## config.mk

```make
export PLATFORM = sky130hd
export DESIGN_NAME = reset_release_sequencer_flat
export DESIGN_NICKNAME = d
export VERILOG_FILES = /design/src/rtl/reset_release_sequencer_if.sv /design/src/rtl/reset_release_sequencer.sv /design/src/flat_wrapper.sv
export SDC_FILE = /design/constraint.sdc
export NUM_CORES = 1
export LEC_CHECK = 0
export CAP_MARGIN = 20
export CORE_MARGIN = 8
export CORE_UTILIZATION = 56
export DETAILED_ROUTE_END_ITERATION = 16
export PLACE_DENSITY = 0.78
export SKIP_LAST_GASP = 1
export SLEW_MARGIN = 20
export SYNTH_ARGS = -nofsm -noshare
export SYNTH_HDL_FRONTEND = slang
export SYNTH_SLANG_ARGS = --single-unit
```

## constraint.sdc

```tcl
create_clock -name clk -period 2 [get_ports clk]
set_input_delay 0.4 -clock clk [delete_from_list [all_inputs] [get_ports clk]]
set_output_delay 0.4 -clock clk [all_outputs]
set_load 0.02 [all_outputs]
```

## src/rtl/reset_release_sequencer_if.sv

```systemverilog
// Signal bundle between the reset release sequencer and the logic it serves:
// lock/request inputs and the sequenced reset and status outputs.
interface reset_release_sequencer_if #(
  parameter int NUM_OUT = 4
);
  logic               pll_lock;
  logic               sw_rst_req;
  logic [NUM_OUT-1:0] rst_out_n;
  logic               done;
  logic [2:0]         state_o;

  modport master (
    input  pll_lock,
    input  sw_rst_req,
    output rst_out_n,
    output done,
    output state_o
  );

  modport slave (
    output pll_lock,
    output sw_rst_req,
    input  rst_out_n,
    input  done,
    input  state_o
  );
endinterface

```

## src/rtl/reset_release_sequencer.sv

```systemverilog
// Ordered reset generator: asynchronous assertion, synchronized and lock-filtered
// deassertion, one output domain released every STAGE_DELAY cycles.
module reset_release_sequencer #(
  parameter int NUM_OUT        = 4,
  parameter int SYNC_STAGES    = 2,
  parameter int FILTER_CYCLES  = 4,
  parameter int STAGE_DELAY    = 8,
  parameter int SW_HOLD_CYCLES = 16,
  parameter int CNT_W          = 8
) (
  input  logic                        clk,
  input  logic                        rst_n,
  reset_release_sequencer_if.master   bus
);

  typedef enum logic [2:0] {
    ST_HOLD    = 3'd0,
    ST_FILTER  = 3'd1,
    ST_RELEASE = 3'd2,
    ST_RUN     = 3'd3,
    ST_SW_HOLD = 3'd4
  } state_t;

  localparam int MAX_FS    = (FILTER_CYCLES > STAGE_DELAY) ? FILTER_CYCLES : STAGE_DELAY;
  localparam int MAX_DELAY = (MAX_FS > SW_HOLD_CYCLES) ? MAX_FS : SW_HOLD_CYCLES;
  localparam int IDX_W     = (NUM_OUT > 1) ? $clog2(NUM_OUT) : 1;

  localparam logic [CNT_W-1:0]   FILTER_LAST = CNT_W'(FILTER_CYCLES - 1);
  localparam logic [CNT_W-1:0]   STAGE_LAST  = CNT_W'(STAGE_DELAY - 1);
  localparam logic [CNT_W-1:0]   SW_LAST     = CNT_W'(SW_HOLD_CYCLES - 1);
  localparam logic [IDX_W-1:0]   LAST_IDX    = IDX_W'(NUM_OUT - 1);
  localparam logic [NUM_OUT-1:0] BIT0_ONLY   = NUM_OUT'(1);

  // Parameter sanity: a counter that cannot hold the longest delay would wrap.
  generate
    if ((MAX_DELAY >> CNT_W) != 0) begin : g_cnt_w_too_small
      $error("reset_release_sequencer: CNT_W too small for the largest delay");
    end
    if (NUM_OUT < 1 || SYNC_STAGES < 2 || FILTER_CYCLES < 1 ||
        STAGE_DELAY < 1 || SW_HOLD_CYCLES < 1) begin : g_bad_param
      $error("reset_release_sequencer: parameter out of range");
    end
  endgenerate

  logic [SYNC_STAGES-1:0] rst_chain_r;
  logic [SYNC_STAGES-1:0] lock_chain_r;
  logic                   rst_sync_s;
  logic                   lock_s;

  state_t                 state_r;
  logic [CNT_W-1:0]       cnt_r;
  logic [IDX_W-1:0]       idx_r;
  logic [NUM_OUT-1:0]     rst_out_n_r;
  logic                   done_r;

  // Reset-release synchronizer: clears asynchronously, fills with ones on clk.
  always_ff @(posedge clk or negedge rst_n) begin
    if (!rst_n) begin
      rst_chain_r <= {SYNC_STAGES{1'b0}};
    end else begin
      rst_chain_r <= {rst_chain_r[SYNC_STAGES-2:0], 1'b1};
    end
  end

  // PLL lock synchronizer, also cleared by the master reset.
  always_ff @(posedge clk or negedge rst_n) begin
    if (!rst_n) begin
      lock_chain_r <= {SYNC_STAGES{1'b0}};
    end else begin
      lock_chain_r <= {lock_chain_r[SYNC_STAGES-2:0], bus.pll_lock};
    end
  end

  assign rst_sync_s = rst_chain_r[SYNC_STAGES-1];
  assign lock_s     = lock_chain_r[SYNC_STAGES-1];

  // Sequencer FSM with registered reset outputs; lock loss outranks sw requests.
  always_ff @(posedge clk or negedge rst_n) begin
    if (!rst_n) begin
      state_r     <= ST_HOLD;
      cnt_r       <= {CNT_W{1'b0}};
      idx_r       <= {IDX_W{1'b0}};
      rst_out_n_r <= {NUM_OUT{1'b0}};
      done_r      <= 1'b0;
    end else begin
      case (state_r)
        ST_HOLD: begin
          cnt_r       <= {CNT_W{1'b0}};
          idx_r       <= {IDX_W{1'b0}};
          rst_out_n_r <= {NUM_OUT{1'b0}};
          done_r      <= 1'b0;
          if (rst_sync_s && lock_s) begin
            state_r <= ST_FILTER;
          end else begin
            state_r <= ST_HOLD;
          end
        end

        ST_FILTER: begin
          if (!lock_s) begin
            state_r <= ST_HOLD;
            cnt_r   <= {CNT_W{1'b0}};
          end else if (cnt_r == FILTER_LAST) begin
            cnt_r       <= {CNT_W{1'b0}};
            rst_out_n_r <= BIT0_ONLY;
            idx_r       <= IDX_W'(1);
            if (NUM_OUT == 1) begin
              state_r <= ST_RUN;
              done_r  <= 1'b1;
            end else begin
              state_r <= ST_RELEASE;
            end
          end else begin
            cnt_r <= cnt_r + CNT_W'(1);
          end
        end

        ST_RELEASE: begin
          if (!lock_s) begin
            state_r     <= ST_HOLD;
            cnt_r       <= {CNT_W{1'b0}};
            rst_out_n_r <= {NUM_OUT{1'b0}};
            done_r      <= 1'b0;
          end else if (bus.sw_rst_req) begin
            state_r     <= ST_SW_HOLD;
            cnt_r       <= {CNT_W{1'b0}};
            rst_out_n_r <= {NUM_OUT{1'b0}};
            done_r      <= 1'b0;
          end else if (cnt_r == STAGE_LAST) begin
            cnt_r              <= {CNT_W{1'b0}};
            rst_out_n_r[idx_r] <= 1'b1;
            if (idx_r == LAST_IDX) begin
              state_r <= ST_RUN;
              done_r  <= 1'b1;
            end else begin
              idx_r <= idx_r + IDX_W'(1);
            end
          end else begin
            cnt_r <= cnt_r + CNT_W'(1);
          end
        end

        ST_RUN: begin
          if (!lock_s) begin
            state_r     <= ST_HOLD;
            cnt_r       <= {CNT_W{1'b0}};
            rst_out_n_r <= {NUM_OUT{1'b0}};
            done_r      <= 1'b0;
          end else if (bus.sw_rst_req) begin
            state_r     <= ST_SW_HOLD;
            cnt_r       <= {CNT_W{1'b0}};
            rst_out_n_r <= {NUM_OUT{1'b0}};
            done_r      <= 1'b0;
          end else begin
            rst_out_n_r <= {NUM_OUT{1'b1}};
            done_r      <= 1'b1;
          end
        end

        ST_SW_HOLD: begin
          if (!lock_s) begin
            state_r <= ST_HOLD;
            cnt_r   <= {CNT_W{1'b0}};
          end else if (cnt_r == SW_LAST) begin
            cnt_r       <= {CNT_W{1'b0}};
            rst_out_n_r <= BIT0_ONLY;
            idx_r       <= IDX_W'(1);
            if (NUM_OUT == 1) begin
              state_r <= ST_RUN;
              done_r  <= 1'b1;
            end else begin
              state_r <= ST_RELEASE;
            end
          end else begin
            cnt_r <= cnt_r + CNT_W'(1);
          end
        end

        default: begin
          state_r     <= ST_HOLD;
          cnt_r       <= {CNT_W{1'b0}};
          idx_r       <= {IDX_W{1'b0}};
          rst_out_n_r <= {NUM_OUT{1'b0}};
          done_r      <= 1'b0;
        end
      endcase
    end
  end

  assign bus.rst_out_n = rst_out_n_r;
  assign bus.done      = done_r;
  assign bus.state_o   = state_r;

endmodule

```

## src/flat_wrapper.sv

```systemverilog
// flat-port wrapper written by rule: the top's interface ports become plain ports
module reset_release_sequencer_flat 
#(
  parameter int NUM_OUT        = 4,
  parameter int SYNC_STAGES    = 2,
  parameter int FILTER_CYCLES  = 4,
  parameter int STAGE_DELAY    = 8,
  parameter int SW_HOLD_CYCLES = 16,
  parameter int CNT_W          = 8
)
  (clk, rst_n, bus_pll_lock, bus_sw_rst_req, bus_rst_out_n, bus_done, bus_state_o);
  reset_release_sequencer_if #(.NUM_OUT(NUM_OUT)) bus_i ();
  input  logic clk;
  input  logic rst_n;
  input wire logic [$bits(bus_i.pll_lock)-1:0] bus_pll_lock;
  input wire logic [$bits(bus_i.sw_rst_req)-1:0] bus_sw_rst_req;
  output wire logic [$bits(bus_i.rst_out_n)-1:0] bus_rst_out_n;
  output wire logic [$bits(bus_i.done)-1:0] bus_done;
  output wire logic [$bits(bus_i.state_o)-1:0] bus_state_o;
  assign bus_i.pll_lock = bus_pll_lock;
  assign bus_i.sw_rst_req = bus_sw_rst_req;
  assign bus_rst_out_n = bus_i.rst_out_n;
  assign bus_done = bus_i.done;
  assign bus_state_o = bus_i.state_o;
  reset_release_sequencer #(.NUM_OUT(NUM_OUT), .SYNC_STAGES(SYNC_STAGES), .FILTER_CYCLES(FILTER_CYCLES), .STAGE_DELAY(STAGE_DELAY), .SW_HOLD_CYCLES(SW_HOLD_CYCLES), .CNT_W(CNT_W)) u_core (.clk(clk), .rst_n(rst_n), .bus(bus_i));
endmodule
```

Yosys cells after proc, flatten, opt, wreduce, memory -nomap -nowiden
Cells that the tools add are included.
Storage, ports and cells
  bits in registers: 22
  output and inout port bits: 8
Operators by class
  $add $sub $neg: 2
  order comparisons: 2
  equality and inequality tests: 21
  muxes and demuxes: 50
  bitwise operators: 3
  reductions and logical operators: 8
Operators with widths (count)
  8-bit two-way mux: 9
  4-bit two-way mux: 9
  8-bit case mux with 4 select lines: 1
  3-bit two-way mux: 10
  2-bit two-way mux: 8
  4-bit case mux with 4 select lines: 1
  3-bit case mux with 5 select lines: 1
  2-bit by 1-bit inequality test with 1-bit output (second input constant): 6
  5-bit AND reduction: 2
  3-bit inequality test (second input constant): 3
  9-bit AND reduction: 1
  8-bit by 1-bit adder with 8-bit output (second input constant): 1
  8-bit by 2-bit equality test with 1-bit output (second input constant): 1
  8-bit by 3-bit equality test with 1-bit output (second input constant): 1
  8-bit by 4-bit equality test with 1-bit output (second input constant): 1
  1-bit two-way mux: 8
  4-bit inequality test (second input constant): 2
  2-bit case mux with 4 select lines: 1
  3-bit by 2-bit equality test with 1-bit output (second input constant): 2
  2-bit inequality test (second input constant): 2
  4-bit bitwise OR: 1
  3-bit by 1-bit equality test with 1-bit output (second input constant): 1
  3-bit equality test (second input constant): 1
  3-bit zero test: 1
  other kinds (10): 12

Longest topological paths before layout
  word-level depth: 9
  mapped depth: 7
  depth with buffers taken out: 6

Worst setup path before layout
Ideal clock, no wire load.
  path kind: reg-to-reg
  start: reg u_core.state_r[2] (netlist: u_core.bus.state_o[2])
  end: reg u_core.state_r[0] (netlist: u_core.bus.state_o[0])
  arrival: 1.752 ns
  data required time: 1.875 ns
  setup slack: 0.123 ns
  stages on the path, launching flop included: 7
  path through: dfrtp_1 > buf_6 > or2_2 > o311ai_1 > a32oi_2 > nand2_1 > mux2_2
On the way
  longest elaborated chain between the ends: 3
  elaborated cells between the ends (all ways): 12
  classes of those cells: 9 x eq/ne; 1 x mux; 2 x reduce/logical
Ends and longest elaborated chain
  start, declared: line reset_release_sequencer.sv:50  | state_t state_r;
  start signal, assigned: line reset_release_sequencer.sv:80  | state_r <= ST_HOLD;
  start signal, assigned: line reset_release_sequencer.sv:93  | state_r <= ST_FILTER;
  start signal, assigned: line reset_release_sequencer.sv:95  | state_r <= ST_HOLD;
  3-bit by 2-bit equality test with 1-bit output (tied with other cells): line reset_release_sequencer.sv:86  | case (state_r)
  4-bit inequality test (no source line) / 3-bit inequality test (equally long branches)
  5-bit AND reduction (no source line)
Parallel ways exist; a longest one is shown, timed or not.
A chain may end at the register's enable or synchronous reset.

Worst setup path after layout
  start: reg u_core.state_r[1] (netlist: u_core.bus.state_o[1])
  end: out bus_state_o[1]
RTL lines
  end, declared: line flat_wrapper.sv:19  | output wire logic [$bits(bus_i.state_o)-1:0] bus_state_o;
No word-level cell between the ends.

==> flow_summary.toml <==
[finish]
num-nets-final = 175
fillers = 167
drive_gt1_frac = 0.232
area_delta_synth_final_pct = 21.5
antenna_cells = 0
fin_cells = 192

[run_status]
status = "finished clean"

[cts]
numCtsBuffers = 3
root_buffer = "clkbuf_4"
clk_pin_slew_ps = 110
cts_sinks = 22
cts_tree = "done"
ctsLongestPathBuffers = 2
cts_hold_buf = 0
clock_latency_ps = 290
h-tree-depth = 1

[sta]
drv_slew = 0
skew_ps = 3.69
setup_viol = 0
max_freq_mhz = 523
fin_crit_ps = 1910
setup_tns_ps = 0
final_hold_viol_count = 0
rsz0062_at_grt = "no"
finalCritPeriodShare = 0.957

[worst_setup_path]
crit_path_start_kind = "flop"
path_class = "flop to output port"
r2r_end = "u_core.cnt_r[5]$_DFFE_PN0N_"
ff2ff_path_depth = 8
regToRegSetupSlack_ps = 90
cp-end-kind = "output port"
cp_slowest_cell = "clkdlybuf4s50_1"
r2r-start = "u_core.cnt_r[7]$_DFFE_PN0N_"
crit_required_ps = 1600
cp.arrival_ps = 1510
slowest_delay_ps = 610
path_cells = "buf_4 > clkdlybuf4s50_1"
crit_fanout = 7

[floorplanning]
rows = 17
start_util = 0.598
io_pins = 12
die_w_um = 65.1
core_um2 = 2250
die_y_um = 65.1
die_area_um2 = 4230

[synthesis]
synth-seq-area-share = 0.408
netlist_instances = 138
synthesis.nets = 147
synth_area_um2 = 1350
synth.ff_latch_count = 22
yosysTopAreaCellShare = 0.408
yosys-top-cells-count = "22 x dfrtp_1, 14 x o21ai_0, 9 x a21oi_1"
synth.area.top_cells = "dfrtp_1 41%, o21ai_0 5.2%, ha_1 4.6%"
syn_area_per_cell_um2 = 9.77
yosys_warnings = 0
synth_most_common_cell = "dfrtp_1"
synth_flop_cell = "dfrtp_1"
synth_cell_types = 44
synthArstFlopShare = 1.00
yosysTopAreaCell = "dfrtp_1"
synth_edf_count = 0

[global_route]
grt_usage = 0.155
grt_pass1_wl_um = 5280
grt_pass1_vias = 1141
grt_max_degree = 23
overflow = 0
antenna_found_initial = 0

[min_path]
min_path_cells = 0
hold_path.class = "flop to flop"
holdPathEnd = "u_core.rst_chain_r[1]$_DFF_PN0_"
hold_start = "u_core.rst_chain_r[0]$_DFF_PN0_"

[detailed_routing]
wl_per_cell_um = 16.0
antenna_left = 0
vias = 1144
first_pass_iters = 4
drt_wl_total_um = 3080
drtIter0Drc = 51
drc = 0
routed_via_density = 5.96

[placement]
hpwl_um = 2350
place_inst = 187
port_buffers = 11
gp_congestion = 1.00

[power_and_ir_drop]
leakage_nw = 0.730
powerDensity_nw_per_um2 = 902
ir_drop_uv = 715

[run]
drv_cap = 0
## metrics by stage
| stage | util | cell area (um^2) | hold WS [ps] | total power [mW] | worst slack (ps) |
|---|---|---|---|---|---|
| global route | 0.727 | 1640 | 367 | 1.57 | 14.7 |
| floorplan | - | 1350 | 104 | 1.01 | 123 |
| finish | 0.727 | 1640 | 361 | 1.48 | 86.8 |
| global placement | 0.704 | 1590 | 334 | 1.25 | -137 |
| CTS | 0.715 | 1610 | 361 | 1.47 | 33.6 |
| detailed placement | 0.704 | 1590 | 335 | 1.28 | -175 |
## worst max path at each step
stage                                      start                                end  slack, ps  depth (start not counted)
6_report       u_core.bus.state_o[1]$_DFFE_PN0P_                     bus_state_o[1]         90                          2
5_1_grt        u_core.bus.state_o[2]$_DFFE_PN0P_        u_core.cnt_r[6]$_DFFE_PN0N_         10                          8
4_1_cts        u_core.bus.state_o[2]$_DFFE_PN0P_  u_core.bus.state_o[0]$_DFFE_PN0P_         30                          6
3_5_place_dp                      bus_sw_rst_req  u_core.bus.state_o[0]$_DFFE_PN0P_       -170                          7
2_1_floorplan  u_core.bus.state_o[2]$_DFFE_PN0P_  u_core.bus.state_o[0]$_DFFE_PN0P_        120                          6
3_3_place_gp                      bus_sw_rst_req        u_core.cnt_r[5]$_DFFE_PN0N_       -140                          8
## area by class of cell
type	count	area, um^2	share of cell area
clock buffers	3	22.5	0.0137
multi-input cells	102	741	0.452
inverters	8	30.0	0.0183
flip-flops and latches	22	553	0.337
repair buffers	29	258	0.157
well taps	28	35.0	0.0214
## where the power goes
group | internal, mW | switching [mW] | leakage (nW)
clock network | 0.0700 | 0.121 | 0.0138
logic | 0.354 | 0.367 | 0.426
registers | 0.505 | 0.0620 | 0.290
## critical path, delay by kind of cell, from the launching register on
| kind | cells | cell delay [ps] |
|---|---|---|
| buffers and inverters | 2 | 770 |
| flip-flops | 1 | 450 |
## sequential cells by signal, summed over array words and instances (netlist names)
signal / cells
u_core.idx_r: 2
u_core.bus.state_o: 3
u_core.rst_chain_r: 2
u_core.lock_chain_r: 2
u_core.cnt_r: 8
u_core.bus.done: 1
u_core.bus.rst_out_n: 4
## metal layers
| layer | wire, um | vias up | track usage |
|---|---|---|---|
| li1 | - | 554 | - |
| met1 | 1470 | 547 | 0.210 |
| met2 | 1400 | 35 | 0.232 |
| met3 | 148 | 8 | 0.0292 |
| met4 | 58 | 0 | 0.0736 |
| met5 | 0 | - | 0 |
## layout by cell type (no fill, tap or decap), types with 2 or more instances in the layout
| cell | netlist | layout |
|---|---|---|
| dfrtp_1 | 22 | 20 |
| buf_4 | 0 | 17 |
| o21ai_0 | 14 | 14 |
| clkdlybuf4s50_1 | 0 | 11 |
| a21oi_1 | 9 | 9 |
| inv_1 | 8 | 8 |
| nand2_1 | 8 | 8 |
| nor3b_1 | 7 | 7 |
| nand2b_1 | 6 | 6 |
| ha_1 | 5 | 5 |
| nor2_1 | 4 | 4 |
| a21o_1 | 4 | 4 |
| and3_1 | 3 | 3 |
| mux2i_1 | 3 | 3 |
| clkbuf_4 | 0 | 3 |
| o21bai_1 | 2 | 2 |
| nor4_4 | 2 | 2 |
| nor2b_1 | 2 | 2 |
| o21a_1 | 2 | 2 |
| nand3_1 | 3 | 2 |
| or2_2 | 2 | 2 |
| and3_2 | 2 | 2 |
| o31ai_1 | 2 | 2 |
| mux2_2 | 2 | 2 |
| a211oi_1 | 2 | 2 |
| dfrtp_2 | 0 | 2 |
## timing repair
action	in CTS	in global routing
pin swaps	0	1
resized for setup	2	2
endpoints found under the setup margin	2	6
buffers inserted	0	2
## cells by family after synthesis
kind of cell | Yosys count | share of synthesized area
compound gates | 45 | 0.219
fa+ha+maj | 5 | 0.0464
buf+inv | 14 | 0.0519
flops | 22 | 0.408
mux | 6 | 0.0501
other cells | 1 | 0.00278
simple gates | 45 | 0.222
(Power assumes the default switching activity.)
